===== src/rtl/udma_pkg.sv =====
// rtl/udma_pkg.sv - shared uDMA widths and transfer-size encoding
package udma_pkg;

  localparam int L2_AWIDTH_NOAL = 24;
  localparam int L2_DATA_WIDTH  = 32;

  typedef enum logic [1:0] {
    DS_BYTE = 2'b00,
    DS_HALF = 2'b01,
    DS_WORD = 2'b10
  } udma_dsize_e;

endpackage


===== src/rtl/udma_rr_pick.sv =====
// rtl/udma_rr_pick.sv - combinational round-robin search from a start pointer
module udma_rr_pick #(
  parameter int N  = 8,
  parameter int IW = $clog2(N)
) (
  input  logic [N-1:0]  mask_i,
  input  logic [IW-1:0] ptr_i,
  output logic          found_o,
  output logic [IW-1:0] idx_o
);

  logic [IW:0]   pos;
  logic [IW-1:0] cand;

  // First set bit at or above ptr_i, wrapping past N-1 back to 0
  always_comb begin
    found_o = 1'b0;
    idx_o   = '0;
    pos     = '0;
    cand    = '0;
    for (int i = 0; i < N; i++) begin
      pos = {1'b0, ptr_i} + (IW+1)'(i);
      if (pos >= (IW+1)'(N)) begin
        pos = pos - (IW+1)'(N);
      end
      cand = pos[IW-1:0];
      if (!found_o && mask_i[cand]) begin
        found_o = 1'b1;
        idx_o   = cand;
      end
    end
  end

endmodule


===== src/rtl/udma_l2_wr_arbiter.sv =====
// rtl/udma_l2_wr_arbiter.sv - two-class RR arbiter onto the single L2 write port
module udma_l2_wr_arbiter
  import udma_pkg::*;
#(
  parameter int N_REQ         = 8,
  parameter int AW            = udma_pkg::L2_AWIDTH_NOAL,
  parameter int PREFIX_W      = 32 - udma_pkg::L2_AWIDTH_NOAL,
  parameter int LP_STARVE_MAX = 4
) (
  input  logic                       clk_i,
  input  logic                       rstn_i,
  input  logic [N_REQ-1:0]           hp_mask_i,
  input  logic [PREFIX_W-1:0]        l2_dest_i,
  input  logic [N_REQ-1:0]           req_valid_i,
  output logic [N_REQ-1:0]           req_ready_o,
  input  logic [N_REQ*AW-1:0]        req_addr_i,
  input  logic [N_REQ*2-1:0]         req_datasize_i,
  input  logic [N_REQ*32-1:0]        req_data_i,
  output logic                       l2_req_o,
  input  logic                       l2_gnt_i,
  output logic [31:0]                l2_addr_o,
  output logic [3:0]                 l2_be_o,
  output logic [31:0]                l2_wdata_o,
  output logic [$clog2(N_REQ)-1:0]   l2_id_o
);

  localparam int IW = $clog2(N_REQ);
  localparam int SW = $clog2(LP_STARVE_MAX + 1);

  logic             req_q, req_d;
  logic [31:0]      addr_q, addr_d;
  logic [3:0]       be_q, be_d;
  logic [31:0]      wdata_q, wdata_d;
  logic [IW-1:0]    id_q, id_d;
  logic [IW-1:0]    hp_ptr_q, hp_ptr_d;
  logic [IW-1:0]    lp_ptr_q, lp_ptr_d;
  logic [SW-1:0]    starve_q, starve_d;

  logic [N_REQ-1:0] hp_req, lp_req;
  logic             hp_pend, lp_pend;
  logic             hp_found, lp_found;
  logic [IW-1:0]    hp_idx, lp_idx;
  logic             slot_free, take_lp, grant;
  logic [IW-1:0]    win_idx, win_next;
  logic [AW-1:0]    sel_addr;
  logic [1:0]       sel_size;
  logic [31:0]      sel_data;
  logic [3:0]       be_n;
  logic [31:0]      wdata_n;

  assign hp_req  = req_valid_i & hp_mask_i;
  assign lp_req  = req_valid_i & ~hp_mask_i;
  assign hp_pend = |hp_req;
  assign lp_pend = |lp_req;

  udma_rr_pick #(.N(N_REQ), .IW(IW)) u_pick_hp (
    .mask_i  (hp_req),
    .ptr_i   (hp_ptr_q),
    .found_o (hp_found),
    .idx_o   (hp_idx)
  );

  udma_rr_pick #(.N(N_REQ), .IW(IW)) u_pick_lp (
    .mask_i  (lp_req),
    .ptr_i   (lp_ptr_q),
    .found_o (lp_found),
    .idx_o   (lp_idx)
  );

  // Class choice, winner handshake, lane steering and next-state of slot/pointers/counter
  always_comb begin
    slot_free = !req_q || l2_gnt_i;
    take_lp   = lp_found && (!hp_found || starve_q == SW'(LP_STARVE_MAX));
    win_idx   = take_lp ? lp_idx : hp_idx;
    win_next  = (win_idx == IW'(N_REQ - 1)) ? '0 : win_idx + 1'b1;
    grant     = rstn_i && slot_free && (hp_found || lp_found);

    req_ready_o = grant ? (N_REQ'(1) << win_idx) : '0;

    sel_addr = req_addr_i[win_idx*AW +: AW];
    sel_size = req_datasize_i[win_idx*2 +: 2];
    sel_data = req_data_i[win_idx*32 +: 32];

    case (udma_dsize_e'(sel_size))
      DS_BYTE: begin
        be_n    = 4'b0001 << sel_addr[1:0];
        wdata_n = {4{sel_data[7:0]}};
      end
      DS_HALF: begin
        be_n    = 4'b0011 << {sel_addr[1], 1'b0};
        wdata_n = {2{sel_data[15:0]}};
      end
      default: begin
        be_n    = 4'b1111;
        wdata_n = sel_data;
      end
    endcase

    req_d    = req_q;
    addr_d   = addr_q;
    be_d     = be_q;
    wdata_d  = wdata_q;
    id_d     = id_q;
    hp_ptr_d = hp_ptr_q;
    lp_ptr_d = lp_ptr_q;
    starve_d = starve_q;

    if (grant) begin
      req_d   = 1'b1;
      addr_d  = {l2_dest_i, sel_addr};
      be_d    = be_n;
      wdata_d = wdata_n;
      id_d    = win_idx;
      if (take_lp) begin
        lp_ptr_d = win_next;
      end else begin
        hp_ptr_d = win_next;
      end
    end else if (slot_free) begin
      req_d = 1'b0;
    end

    // Counts HP wins that bypassed a waiting LP requester
    if (!lp_pend) begin
      starve_d = '0;
    end else if (grant && take_lp) begin
      starve_d = '0;
    end else if (grant && starve_q != SW'(LP_STARVE_MAX)) begin
      starve_d = starve_q + 1'b1;
    end
  end

  // Slot register, RR pointers and starvation counter
  always_ff @(posedge clk_i) begin
    if (!rstn_i) begin
      req_q    <= 1'b0;
      addr_q   <= '0;
      be_q     <= '0;
      wdata_q  <= '0;
      id_q     <= '0;
      hp_ptr_q <= '0;
      lp_ptr_q <= '0;
      starve_q <= '0;
    end else begin
      req_q    <= req_d;
      addr_q   <= addr_d;
      be_q     <= be_d;
      wdata_q  <= wdata_d;
      id_q     <= id_d;
      hp_ptr_q <= hp_ptr_d;
      lp_ptr_q <= lp_ptr_d;
      starve_q <= starve_d;
    end
  end

  assign l2_req_o   = req_q;
  assign l2_addr_o  = addr_q;
  assign l2_be_o    = be_q;
  assign l2_wdata_o = wdata_q;
  assign l2_id_o    = id_q;

endmodule


===== config.mk =====
export PLATFORM = sky130hd
export DESIGN_NAME = udma_l2_wr_arbiter
export DESIGN_NICKNAME = d
export VERILOG_FILES = /design/src/rtl/udma_pkg.sv /design/src/rtl/udma_rr_pick.sv /design/src/rtl/udma_l2_wr_arbiter.sv
export SDC_FILE = /design/constraint.sdc
export NUM_CORES = 1
export LEC_CHECK = 0
export ABC_AREA = 1
export BUFFER_PORTS_ARGS = -buffer_cell sky130_fd_sc_hd__buf_2
export CAP_MARGIN = 20
export CORE_AREA = 5 5 221 223
export CTS_CLUSTER_DIAMETER = 50
export DETAILED_ROUTE_END_ITERATION = 16
export DIE_AREA = 0 0 226 228
export HOLD_SLACK_MARGIN = 0.03
export PLACE_DENSITY = 0.5
export SYNTH_ARGS = -nofsm -noshare
export SYNTH_HDL_FRONTEND = slang
export SYNTH_SLANG_ARGS = --single-unit

===== constraint.sdc =====
create_clock -name clk_i -period 4.9 [get_ports clk_i]
set_clock_uncertainty 0.2 [all_clocks]
set_input_delay 0.49 -clock clk_i [delete_from_list [all_inputs] [get_ports clk_i]]
set_output_delay 0.49 -clock clk_i [all_outputs]
set_load 0.005 [all_outputs]

==> metrics.cfg <==
[clock_network]
clkLatencyLatePin_ns = 0.36
cts_tree = yes
clock_tree.root_cell = clkbuf_16
clk_path_buf_depth = 2
clock_sink_total = 81
clk_pin_slew_ns = 0.07
cts_made_buffers = 9
h-tree-depth = 3

[sta]
max_slew.worst_pin.slew_ns = 0.875
grt_setup_unrepaired = false
finalSetupViolations = 0
timing_max_transition_violations_final = 0
fin_crit_sh_pct = 93.3
final.hold.worst_slack_ns = 0.118
clock.fmax_mhz = 219
period_minus_slack_ns = 4.57
report.final.hold_viol_count = 0
finalSetupTns_ns = 0
slew_headroom_pct = 41.7
final_critical_path_setup_slack_ns = 0.329

[routing]
route.final.wire_length_um = 58700
dr.first_iter.drc_count = 1117
remaining_drc_errors = 0
avgRoutedWirePerCell_um = 20.1
detail_route.vias_per_cell = 4.82
drtPass1Iterations = 5
ant_nets = 0
route.vias.total = 14099

[logic_synthesis]
ys_types = 43
yosys_most_used_dff = dfxtp_1
synth.cells.most_frequent = 844 x nand2_1, 381 x nand3_1, 86 x inv_1
sequential_fraction_of_the_synthesis_area_pct = 17.2
post_synth_instance_area_mm2 = 0.00945
synth_top_area_share_pct = 33.5
synth.ff_latch_count = 81
avgSynthCellArea_um2 = 5.26
post_synth_inst_count = 1795
number_of_flops_mapped_to_enable_cells_by_yosys = 0
synth_top_cells_by_area = nand2_1 34%, nand3_1 20%, dfxtp_1 17%
net_count_after_synthesis = 2298
synth.most_common_cell = nand2_1
synthDominantAreaCellType = nand2_1
asyncSetResetFlopFracSynth_pct = 0
synth.yosys.warnings = 0

[floorplan]
die_area_mm2 = 0.0515
placeableCoreArea_mm2 = 0.0464
horiz_die_dim_um = 226
ports_placed_on_the_boundary = 571
num_rows = 79
initial_core_utilization_pct = 20.4
die_height_um = 228

[grt]
grt_pass1_wl_um = 85000
grt_pass1_vias = 13669
gr-usage-all-layers_pct = 21.4
antenna_found_initial = 29
global_route.overflow_total = 0
grt_start_max_net_pins = 74

[worst_hold_path]
min_path_type = primary input to register
holdPathStages = 3

[placed_design]
io_buffers = 570
detailedPlacementHpwl_um = 47400
pre_cts_ws_ns = 0.255
gpl.final_weighted_congestion = 0.940

[flow_run]
cap_viol_max_count = 0

[status]
outcome = finished clean

[worst_setup_path]
critPathKind = register to output port
critical_path_peak_fanout = 11
cp.arrival_ns = 3.88
critPathRequiredTime_ns = 4.21
worst_setup_path_end_kind = output port
start_kind = register
rr_worst_depth = 20

[layout]
layout-area-overhead-vs-synth_pct = 39.2
fraction_of_final_layout_cells_with_drive_strength_greater_than_1_pct = 29.1
count_of_filler_cells_inserted_in_the_layout = 5369
finish.net_count = 2798

==> flip-flops by register name (all words and copies together) (netlist names) <==
signal	flops
hp_ptr_q	3
l2_addr_o	32
l2_be_o	4
l2_id_o	3
l2_req_o	1
l2_wdata_o	32
lp_ptr_q	3
starve_q	3
==> layout by cell type (no fill, tap or decap), types with 2 or more instances in the layout <==
cell        Yosys  routed
nand4_1         7       7
buf_2          52     570
diode_2         0      17
buf_12          0      10
ha_1           12      12
xor2_1          2       2
nand4_2         2       2
clkbuf_16       0       9
o211ai_1        2       2
clkinv_4        0       2
nand2_2         6       5
inv_1          86      86
a31oi_1        10      10
nor2_4          3       4
nand2_1       844     841
nand3_1       381     380
xnor2_1         3       3
clkinvlp_4      0       2
a21oi_1        80      80
o21ai_0        25      25
dfxtp_1        81      80
nor2_1         52      52
nand2_8         0       2
buf_4          26      30
nor2_2          4       3
nand3_2         6       7
inv_2           6       5
nor3_1         18      18
nand2_4         2       6
o31ai_1        13      13
nand3b_1        5       5
o21ai_1         6       6
and2_1          2       2
==> critical path, cell delays in order, from the launching register on <==
cell      delay, ns
dfxtp_1        0.35
inv_2          0.12
ha_1           0.43
inv_1          0.21
nand2_1        0.10
nand3b_1       0.15
nand2_2        0.10
nor2_4         0.13
nand4_2        0.12
nor2_4         0.15
nand3_2        0.10
nand2_1        0.13
nand2_2        0.13
nand2_1        0.09
nor2_1         0.08
nor2_4         0.33
ha_1           0.29
inv_1          0.10
nor3_1         0.23
buf_2          0.17
==> kinds of logic after synthesis <==
| kind of cell | share of synthesized area, % |
|---|---|
| AOI/OAI and AO/OA | 8.37 |
| xor gates and xnor gates | 0.808 |
| adders and majority gates | 1.59 |
| buffers and inverters | 11.9 |
| DFF | 17.2 |
| and+or+nand+nor | 60.2 |
==> per-layer routing <==
metal | track usage (%) | wire (µm)
met3 | 6.04 | 5280
met2 | 36.2 | 28000
met1 | 25.4 | 22900
met5 | 0 | 119
met4 | 8.91 | 2310
==> area by class of cell <==
class,count,area (µm²),share of cell area (%)
diodes,17,42.5,0.323
clock buffers,11,243,1.85
clock inverters,4,53.8,0.409
inverters,93,355,2.70
multi-input cells,1499,6790,51.6
flip-flops and latches,81,1620,12.3
well taps,607,759,5.77
repair buffers,611,3290,25.0
==> metrics by stage <==
stage | cells | area [µm²] | utilization (%)
floorplan | 1795 | 9450 | -
global placement | 2885 | 12700 | 27.4
detailed placement | 2885 | 12700 | 27.4
CTS | 2902 | 13000 | 28.1
global route | 2921 | 13100 | 28.4
finish | 2923 | 13200 | 28.4
==> repair_timing <==
action | CTS | global route
pin swaps | 1 | 2
resized for setup | 3 | 4
hold buffers | 0 | 0
setup endpoints to repair | 5 | 9
buffers inserted | 0 | 4
gates cloned | 2 | 0
==> worst paths after layout <==
check,from,to,slack (ns)
min reg2reg,l2_wdata_o[17],l2_wdata_o[17],0.26
max,hp_ptr_q[0],req_ready_o[2],0.33
min,l2_dest_i[2],l2_addr_o[26],0.12
max reg2reg,hp_ptr_q[0],l2_addr_o[10],0.45
Power is left out: the tool's default activity adds up to more than one toggle a clock period on the data nets, which glitch-free logic cannot reach.
